--- config.mk ---
export PLATFORM = sky130hd
export DESIGN_NAME = adc_scan_ctrl_flat
export DESIGN_NICKNAME = d
export VERILOG_FILES = /design/src/rtl/adc_scan_pkg.sv /design/src/rtl/adc_scan_ctrl_if.sv /design/src/rtl/adc_ema_bank.sv /design/src/rtl/adc_scan_ctrl.sv /design/src/flat_wrapper.sv
export SDC_FILE = /design/constraint.sdc
export NUM_CORES = 1
export LEC_CHECK = 0
export BUFFER_PORTS_ARGS = -buffer_cell sky130_fd_sc_hd__buf_2
export CAP_MARGIN = 20
export CORE_MARGIN = 3
export CORE_UTILIZATION = 30
export CTS_BUF_LIST = sky130_fd_sc_hd__clkbuf_16
export CTS_CLUSTER_SIZE = 12
export DETAILED_ROUTE_END_ITERATION = 16
export MAX_ROUTING_LAYER = met4
export PLACE_DENSITY = 0.54
export RECOVER_POWER = 100
export SKIP_LAST_GASP = 1
export SLEW_MARGIN = 0
export SYNTH_ARGS = -nofsm -noshare
export SYNTH_HDL_FRONTEND = slang
export SYNTH_HIERARCHICAL = 1
export SYNTH_SLANG_ARGS = --single-unit
--- constraint.sdc ---
create_clock -name clk -period 7.3 [get_ports clk]
set_input_delay 0.73 -clock clk [delete_from_list [all_inputs] [get_ports clk]]
set_output_delay 0.73 -clock clk [all_outputs]
set_load 0.02 [all_outputs]
--- src/rtl/adc_scan_pkg.sv ---
// Shared types and arithmetic for the ADC scan sequencer.
// ema_step is the shift-based moving average used for every channel.
package adc_scan_pkg;

    localparam int ADC_W = 10;
    localparam int CH_W  = 3;

    typedef enum logic [2:0] {
        IDLE,
        ARM,
        WAIT,
        CAPTURE,
        GAP
    } scanState_t;

    // The difference is one bit wider and signed, so the arithmetic shift
    // rounds toward minus infinity and the sum always stays within 0..1023.
    function automatic logic [ADC_W-1:0] ema_step(
        input logic [ADC_W-1:0] y,
        input logic [ADC_W-1:0] x,
        input int               k
    );
        logic signed [ADC_W:0] diff;
        logic signed [ADC_W:0] step;
        logic signed [ADC_W:0] sum;
        diff = $signed({1'b0, x}) - $signed({1'b0, y});
        step = diff >>> k;
        sum  = $signed({1'b0, y}) + step;
        return sum[ADC_W-1:0];
    endfunction

endpackage

--- src/rtl/adc_scan_ctrl_if.sv ---
// Handshake between the scan sequencer (master) and the SPI ADC reader (slave).
interface adc_scan_ctrl_if;
    import adc_scan_pkg::*;

    logic             adc_enable;
    logic [CH_W-1:0]  adc_sel;
    logic [ADC_W-1:0] adc_data;
    logic             adc_done;

    modport master (
        output adc_enable,
        output adc_sel,
        input  adc_data,
        input  adc_done
    );

    modport slave (
        input  adc_enable,
        input  adc_sel,
        output adc_data,
        output adc_done
    );

endinterface

--- src/rtl/adc_ema_bank.sv ---
// Per-channel result bank with seeded flags and moving-average update.
// The first sample a channel sees after reset is stored as-is.
module adc_ema_bank
    import adc_scan_pkg::*;
#(
    parameter int FILT_SHIFT = 2
) (
    input  logic             clk,
    input  logic             reset,
    input  logic             wrEn,
    input  logic [CH_W-1:0]  wrAddr,
    input  logic [ADC_W-1:0] wrData,
    input  logic [CH_W-1:0]  rdAddr,
    output logic [ADC_W-1:0] rdData
);

    localparam int DEPTH = 2 ** CH_W;

    logic [ADC_W-1:0] bank_q   [DEPTH];
    logic [DEPTH-1:0] seeded_q;

    // Unwritten addresses stay at zero, so out-of-range reads return 0.
    always_ff @(posedge clk) begin
        if (reset) begin
            for (int i = 0; i < DEPTH; i++) begin
                bank_q[i] <= '0;
            end
            seeded_q <= '0;
        end else if (wrEn) begin
            if (seeded_q[wrAddr]) begin
                bank_q[wrAddr] <= ema_step(bank_q[wrAddr], wrData, FILT_SHIFT);
            end else begin
                bank_q[wrAddr]   <= wrData;
                seeded_q[wrAddr] <= 1'b1;
            end
        end
    end

    assign rdData = bank_q[rdAddr];

endmodule

--- src/rtl/adc_scan_ctrl.sv ---
// Round-robin conversion sequencer for the SPI ADC reader, feeding the
// filtered per-channel bank read by the display logic.
module adc_scan_ctrl
    import adc_scan_pkg::*;
#(
    parameter int NUM_CH     = 6,
    parameter int SETTLE     = 8,
    parameter int TIMEOUT    = 1023,
    parameter int FILT_SHIFT = 2
) (
    input  logic             clk,
    input  logic             reset,
    input  logic             run,
    adc_scan_ctrl_if.master  adc,
    input  logic [CH_W-1:0]  rd_addr,
    output logic [ADC_W-1:0] rd_data,
    output logic             sample_valid,
    output logic [CH_W-1:0]  sample_ch,
    output logic             sweep_done,
    output logic             timeout_err
);

    localparam logic [CH_W-1:0] CH_LAST     = CH_W'(NUM_CH - 1);
    localparam logic [9:0]      TO_LAST     = 10'(TIMEOUT - 1);
    localparam logic [7:0]      SETTLE_LAST = 8'(SETTLE - 1);

    scanState_t       state_q, state_d;
    logic [CH_W-1:0]  chIdx_q, chIdx_d;
    logic [CH_W-1:0]  sel_q, sel_d;
    logic             enable_q, enable_d;
    logic [ADC_W-1:0] latch_q, latch_d;
    logic [9:0]       toCnt_q, toCnt_d;
    logic [7:0]       settleCnt_q, settleCnt_d;
    logic             sampleValid_q, sampleValid_d;
    logic [CH_W-1:0]  sampleCh_q, sampleCh_d;
    logic             sweepDone_q, sweepDone_d;
    logic             timeoutErr_q, timeoutErr_d;
    logic             bankWe;

    // All outputs are registered so enable/sel change only on clock edges.
    always_ff @(posedge clk) begin
        if (reset) begin
            state_q       <= IDLE;
            chIdx_q       <= '0;
            sel_q         <= '0;
            enable_q      <= 1'b0;
            latch_q       <= '0;
            toCnt_q       <= '0;
            settleCnt_q   <= '0;
            sampleValid_q <= 1'b0;
            sampleCh_q    <= '0;
            sweepDone_q   <= 1'b0;
            timeoutErr_q  <= 1'b0;
        end else begin
            state_q       <= state_d;
            chIdx_q       <= chIdx_d;
            sel_q         <= sel_d;
            enable_q      <= enable_d;
            latch_q       <= latch_d;
            toCnt_q       <= toCnt_d;
            settleCnt_q   <= settleCnt_d;
            sampleValid_q <= sampleValid_d;
            sampleCh_q    <= sampleCh_d;
            sweepDone_q   <= sweepDone_d;
            timeoutErr_q  <= timeoutErr_d;
        end
    end

    // Next-state logic; a done seen on the last allowed WAIT cycle still counts.
    always_comb begin
        state_d       = state_q;
        chIdx_d       = chIdx_q;
        sel_d         = sel_q;
        enable_d      = enable_q;
        latch_d       = latch_q;
        toCnt_d       = toCnt_q;
        settleCnt_d   = settleCnt_q;
        sampleValid_d = 1'b0;
        sampleCh_d    = sampleCh_q;
        sweepDone_d   = 1'b0;
        timeoutErr_d  = timeoutErr_q;
        bankWe        = 1'b0;

        case (state_q)
            IDLE: begin
                enable_d = 1'b0;
                if (run && !adc.adc_done) begin
                    state_d = ARM;
                end
            end
            ARM: begin
                sel_d    = chIdx_q;
                enable_d = 1'b1;
                toCnt_d  = '0;
                state_d  = WAIT;
            end
            WAIT: begin
                toCnt_d = toCnt_q + 10'd1;
                if (adc.adc_done) begin
                    latch_d  = adc.adc_data;
                    enable_d = 1'b0;
                    state_d  = CAPTURE;
                end else if (toCnt_q == TO_LAST) begin
                    enable_d     = 1'b0;
                    timeoutErr_d = 1'b1;
                    settleCnt_d  = '0;
                    state_d      = GAP;
                end
            end
            CAPTURE: begin
                bankWe        = 1'b1;
                sampleValid_d = 1'b1;
                sampleCh_d    = chIdx_q;
                settleCnt_d   = '0;
                state_d       = GAP;
            end
            GAP: begin
                enable_d = 1'b0;
                if (settleCnt_q != SETTLE_LAST) begin
                    settleCnt_d = settleCnt_q + 8'd1;
                end else if (!adc.adc_done) begin
                    if (chIdx_q == CH_LAST) begin
                        chIdx_d     = '0;
                        sweepDone_d = 1'b1;
                    end else begin
                        chIdx_d = chIdx_q + CH_W'(1);
                    end
                    state_d = run ? ARM : IDLE;
                end
            end
            default: begin
                state_d = IDLE;
            end
        endcase
    end

    adc_ema_bank #(
        .FILT_SHIFT(FILT_SHIFT)
    ) u_bank (
        .clk    (clk),
        .reset  (reset),
        .wrEn   (bankWe),
        .wrAddr (chIdx_q),
        .wrData (latch_q),
        .rdAddr (rd_addr),
        .rdData (rd_data)
    );

    assign adc.adc_enable = enable_q;
    assign adc.adc_sel    = sel_q;
    assign sample_valid   = sampleValid_q;
    assign sample_ch      = sampleCh_q;
    assign sweep_done     = sweepDone_q;
    assign timeout_err    = timeoutErr_q;

endmodule
--- src/flat_wrapper.sv ---
// flat-port wrapper written by rule: the top's interface ports become plain ports
module adc_scan_ctrl_flat import adc_scan_pkg::*;
#(
    parameter int NUM_CH     = 6,
    parameter int SETTLE     = 8,
    parameter int TIMEOUT    = 1023,
    parameter int FILT_SHIFT = 2
)
  (clk, reset, run, rd_addr, rd_data, sample_valid, sample_ch, sweep_done, timeout_err, adc_adc_enable, adc_adc_sel, adc_adc_data, adc_adc_done);
  adc_scan_ctrl_if adc_i ();
  input  logic clk;
  input  logic reset;
  input  logic run;
  input  logic [CH_W-1:0] rd_addr;
  output logic [ADC_W-1:0] rd_data;
  output logic sample_valid;
  output logic [CH_W-1:0] sample_ch;
  output logic sweep_done;
  output logic timeout_err;
  output wire logic [$bits(adc_i.adc_enable)-1:0] adc_adc_enable;
  output wire logic [$bits(adc_i.adc_sel)-1:0] adc_adc_sel;
  input wire logic [$bits(adc_i.adc_data)-1:0] adc_adc_data;
  input wire logic [$bits(adc_i.adc_done)-1:0] adc_adc_done;
  assign adc_adc_enable = adc_i.adc_enable;
  assign adc_adc_sel = adc_i.adc_sel;
  assign adc_i.adc_data = adc_adc_data;
  assign adc_i.adc_done = adc_adc_done;
  adc_scan_ctrl #(.NUM_CH(NUM_CH), .SETTLE(SETTLE), .TIMEOUT(TIMEOUT), .FILT_SHIFT(FILT_SHIFT)) u_core (.clk(clk), .reset(reset), .run(run), .adc(adc_i), .rd_addr(rd_addr), .rd_data(rd_data), .sample_valid(sample_valid), .sample_ch(sample_ch), .sweep_done(sweep_done), .timeout_err(timeout_err));
endmodule
---- After elaboration in Yosys (flattened, before gate mapping) ----
Memory sizes are Yosys's and may differ from the RTL's. A register that Yosys moved wholly into a read port is not among the register bits.
Index checks and enable logic that the tools add are counted.
word-level totals
  flip-flop bits (word level) ............. 52
  bits in writable memories ............... 80
  bits of input ports ..................... 17
  output and inout bits ................... 20
  word-level logic and storage cells ...... 95
  memories kept ........................... 1
cells by class
  add/subtract/negate cells ............... 5
  order comparisons ....................... 2
  equal/unequal tests ..................... 14
  multiplexer cells ....................... 38
  bitwise gates (word level) .............. 6
  reduce and logical (&&, ||, !) cells .... 17
memory list
  name                  words  width  read ports  clocked after memory_dff  write ports  RTL line            text
  u_core.u_bank.bank_q  8      10     2           1                         8            adc_ema_bank.sv:19  logic [ADC_W-1:0] bank_q [DEPTH];
operators by type and width
  kind                                                  count
  two-way mux 3 bit                                     9
  two-way mux 8 bit                                     3
  one-hot mux 8 bit (3 select lines)                    1
  two-way mux 10 bit                                    2
  one-hot mux 10 bit (2 select lines)                   1
  two-way mux 1 bit                                     18
  one-hot mux 3 bit (5 select lines)                    1
  subtractor 10 x 10 -> 11 bit                          1
  adder 10 x 1 -> 10 bit (second input constant)        1
  adder 10 x 9 -> 10 bit                                1
  equality test 10 bit (second input constant)          1
  OR reduction 10 bit                                   1
  adder 8 x 1 -> 8 bit (second input constant)          1
  != test 8 x 3 -> 1 bit (second input constant)        1
  OR 8 bit                                              1
  AND reduction 4 bit                                   2
  equality test 3 x 2 -> 1 bit (second input constant)  2
  equality test 3 bit (second input constant)           2
  != test 2 x 1 -> 1 bit (second input constant)        3
  != test 2 bit (second input constant)                 3
  AND reduction 2 bit                                   3
  AND reduction 3 bit                                   2
  nonzero test 3 bit                                    2
  < comparator 3 x 4 -> 1 bit (second input constant)   1
  other kinds (15)                                      19

---- Logic depth before layout (Yosys ltp) ----
  depth after elaboration ................. 9
  gate-level depth with buffers ........... 23
  depth with buffers taken out ............ 20

---- By module ----
The synthesis kept the hierarchy.
by module, submodules not included
  module         instances  cells each  area each (µm²)
  adc_ema_bank   1          477         5,482.8
  adc_scan_ctrl  1          237         2,020.7

---- Worst setup path after synthesis ----
OpenSTA, ideal clock, no wires.
  path type ............................... reg-to-reg
  start ................................... register u_core.chIdx_q[0]
  end ..................................... memory u_core.u_bank.bank_q[0][9], data pin
  setup time .............................. 0.276 ns
  arrival time ............................ 4.476 ns
  required time ........................... 7.024 ns
  setup slack ............................. 2.548 ns
  stages on the path, launching flop included .. 22
  path buffers ............................ 3
  clock period less this slack ............ 4.752 ns
  cell sequence ........................... dfxtp_1 -> buf_6 -> buf_2 -> buf_2 -> mux2i_1 -> nor2_1 -> a31oi_1 -> nor2_1 -> a221oi_1 -> ha_1 -> o21a_1 -> nand4_1 -> nor2_1 -> a211o_1 -> xor2_1 -> ha_1 -> or3_1 -> nor3_1 -> o31ai_1 -> xnor2_1 -> xnor2_2 -> a211oi_1
RTL lines
  element                   RTL line             text
  start: declaration        adc_scan_ctrl.sv:28  logic [CH_W-1:0] chIdx_q, chIdx_d;
  start signal: assignment  adc_scan_ctrl.sv:56  chIdx_q <= chIdx_d;
  end: declaration          adc_ema_bank.sv:19

==> reports/summary.log <==
[synth] count of flip-flops with a built-in enable after synthesis 80
[sta] Total Negative Setup Slacks 0 ns
[setup_path] required arrival time at the worst endpoint 7.42 ns
[route] antenna-violating nets left 0
[status] run status complete, but fails checks
[synth] post-synth net total 755
[placement] GPL Wtd Cong 0.811
[sta] count of final max-slew check failures 115
[final_layout] flip-flop and latch area 3440 sq um
[hold_path] Hold Path Origin u_core/timeout_err$_SDFFE_PP0P_
[job] max-cap viol count 3
[synth] count of yosys warnings during synthesis 6
[synth] cells after synthesis 714
[setup_path] Arrival @ worst endpoint 5.96 ns
[setup_path] biggest fanout along the worst timing path 16
[setup_path] critical path type register to register
[synth] summed instance area of the synthesized netlist 7500 sq um
[route] via count 5465
[clock_network] clock transition time at the flip-flop clock pins of the worst setup and hold paths 0.06 ns
[sta] ratio of final minimum period to clock period 79.9%
[sta] RSZ-0062 raised after global routing no
[floorplanning] initial standard-cell utilization of the core 30.7%
[synth] Yosys reg bits 132
[synth] most common library cells after synthesis nor2_1 (116), edfxtp_1 (80), nand2_1 (64)
[status] violations in the final reports max-capacitance violations, max-slew violations
[clock_network] Bufs on Longest Clock Path 2
[final_layout] FILL cells 2438
[floorplanning] chip height 164 um
[placement] number of I/O port buffers 36
[clock_network] number of CTS-inserted buffers 17
[power_and_ir_drop] leak pwr 2.99 nW
[synth] distinct cell type count of the synthesized netlist 72
[synth] library cell occupying the most area in the post-synthesis netlist edfxtp_1
[global_route] number of antenna violations at the first check in global routing 0
[setup_path] launching point of the worst reg2reg path u_core/chIdx_q[0]$_SDFFE_PP0P_
[global_route] maximum number of pins on one net before global-route repair 66
[final_layout] Cell Count, Final, Fillers Out 1072
[route] first-iteration detailed-routing DRC count 322
[setup_path] Worst Reg-to-Reg Cells 19
[clock_network] number of post-CTS setup repair buffers 0
[hold_path] WHS Path Cells 2
[floorplanning] die width 164 um
[synth] asr flop ratio synth 0%
[clock_network] CTS-repair resized insts 0
[hold_path] Hold/Removal Path Class register to register
[sta] post-route clock skew 0.0107 ns
[floorplanning] core outline area 24500 sq um
[route] via-per-instance ratio 5.10
[sta] Period minus WS final 5.83 ns
[floorplanning] number of placement rows 57
[synth] synth top area cells edfxtp_1 (32%), dfxtp_1 (14%), mux4_2 (9.6%)
[clock_network] CTS HTree Levels 4
[placement] number of placed cells counting well taps 1040
[route] Residual DRC 0
[power_and_ir_drop] power density over the cells 227 nW/um^2
[final_layout] Area Growth Syn to Fin 13.0%
[global_route] GRT Residual Overflow 0
[final_layout] share of final-layout standard cells stronger than drive strength 1 15.2%
[sta] setup-violating endpoint count in the final report 0
[sta] FMAX 0.171 GHz
[synth] sequential area share after synthesis 45.9%
[placement] detailed placement HPWL 13.2 mm
[clock_network] Clk Latency, worst-skew pair 0.42 ns
[synth] Yosys top cell area share 32.0%
[setup_path] critical path startpoint category register
[power_and_ir_drop] Worst IR Drop VDD 0.000154 V
[clock_network] cts-stage hold buffer count 0
[route] Final Routed Wirelength 19.9 mm
[clock_network] clock tree sinks 132
[final_layout] # nets final 776
[synth] mean cell area of the mapped netlist 10.5 sq um
[power_and_ir_drop] post-layout total power 0.00193 W
[synth] Main synth FF type edfxtp_1
[route] DRT Pass-1 Iters 7
[floorplanning] die area 26900 sq um
[hold_path] worst hold path endpoint u_core/timeout_err$_SDFFE_PP0P_
[final_layout] # diodes 0
[floorplanning] count of pins on the block boundary 37
[global_route] number of global-route vias before repair 5360
[route] Avg WL per Cell 18.5 um
[final_layout] area of combinational cells with multiple inputs 3710 sq um
[synth] most numerous cell in the Yosys netlist nor2_1
[setup_path] register-to-register setup slack 1.47 ns
[clock_network] clock tree from TritonCTS yes
[global_route] All-Layer GR Usage 15.5%
[setup_path] reg-to-reg endpoint u_core/u_bank/bank_q[2][8]$_SDFFCE_PN0P_
[setup_path] worst setup path startpoint u_core/chIdx_q[0]$_SDFFE_PP0P_
[sta] Final Hold Vio Count 0
[sta] slew of the pin with the lowest slew margin 2.90 ns
[global_route] first-pass GRT wire length 30.8 mm
[sta] Max-slew headroom -93.5%
[setup_path] Critical Path End Type register
[clock_network] Root Buffer clkbuf_16
worst max-delay path, stage by stage, from the launching register on:
cell	delay [ns]
dfxtp_1	0.75
buf_4	0.37
mux2i_1	0.21
nor2_1	0.06
a31oi_1	0.16
nor2_1	0.05
a221oi_1	0.55
ha_1	0.37
o21a_1	0.22
a21oi_1	0.26
xnor2_1	0.20
inv_1	0.10
fa_1	0.43
nor2b_1	0.19
o21a_1	0.15
o21ai_0	0.13
a21o_1	0.23
and4_1	0.17
nor3_1	0.85
nor2_1	0.09
state kept, by name (all words and copies together), names as in the netlist:
name,flops
u_core/adc.adc_enable,1
u_core/adc.adc_sel,3
u_core/chIdx_q,3
u_core/latch_q,10
u_core/sample_ch,3
u_core/sample_valid,1
u_core/settleCnt_q,8
u_core/state_q,3
u_core/sweep_done,1
u_core/timeout_err,1
u_core/toCnt_q,10
u_core/u_bank/bank_q,80
u_core/u_bank/seeded_q,8
per-layer routing:
layer	track usage, %	vias up	part of all wire [%]
li1	-	2651	-
met1	19.9	2672	45
met2	25.4	129	49
met3	2.77	13	4.8
met4	4.38	0	1.1
met5	-	-	0
through the flow:
| stage | area (sq um) | setup slack, ns | hold slack, ns | util (%) |
|---|---|---|---|---|
| 3_5_place_dp | 7940 | 2.04 | 0.445 | 32.5 |
| 4_1_cts | 8550 | 2.01 | 0.454 | 34.9 |
| 5_1_grt | 8480 | 1.03 | 0.475 | 34.7 |
| 6_report | 8480 | 1.47 | 0.450 | 34.7 |
| 3_3_place_gp | 7940 | 2.16 | 0.436 | 32.5 |
| 2_1_floorplan | 7500 | 2.55 | 0.431 | - |
kinds of logic (layout without fill, tap and decap cells):
logic type      after synthesis  in the layout  synth area share [%]
flops                       132            132                  45.9
compound gates              121            121                  11.0
simple gates                281            281                  18.1
fa+ha+maj                    24             24                  4.10
mux                          69             69                  14.9
buf+inv                      72            106                  4.15
xor+xnor                     15             15                  1.85
worst max-delay path by stage:
stage,end,slack (ns),depth (start not counted)
6_report,u_core/u_bank/bank_q[2][8]$_SDFFCE_PN0P_,1.47,19
5_1_grt,u_core/u_bank/bank_q[5][8]$_SDFFCE_PN0P_,1.03,21
4_1_cts,u_core/u_bank/bank_q[2][7]$_SDFFCE_PN0P_,2.01,16
3_5_place_dp,u_core/u_bank/bank_q[6][7]$_SDFFCE_PN0P_,2.04,16
3_3_place_gp,u_core/u_bank/bank_q[4][7]$_SDFFCE_PN0P_,2.16,16
2_1_floorplan,u_core/u_bank/bank_q[0][9]$_SDFFCE_PN0P_,2.55,21
layout by cell type (no fill, tap or decap), types with 6 or more instances in the layout:
cell type    n
or3_1        9
edfxtp_1    80
nor3_1      11
nor2b_1     12
mux4_2      32
mux2_2      14
clkbuf_16   17
nor2_1     116
nand2_1     64
dfxtp_1     52
a31oi_1      6
nand4_1      6
a21oi_1     41
o21a_1       6
o22ai_1      7
a211oi_1    12
mux2i_1     20
o21ai_0     15
ha_1        23
inv_1       33
nand3_1     15
buf_2       17
nand2b_1    14
clkbuf_1    20
xnor2_1     11
cell type report:
class	instances	area share (%)
clock buffer	17	5.02
clock inverter	15	2.10
inverter	32	1.42
multi-input combinational	510	43.7
sequential	132	40.6
tap	324	4.78
timing repair buffer	42	2.33
power breakdown:
group	switching, W	internal [W]	leakage (nW)
Combinational	0.000141	0.0000773	1.47
Clock	0.000344	0.000540	0.291
Sequential	0.0000144	0.000809	1.23
Total	0.000499	0.00143	2.99
Note: power is estimated with default switching activity, not from simulation.
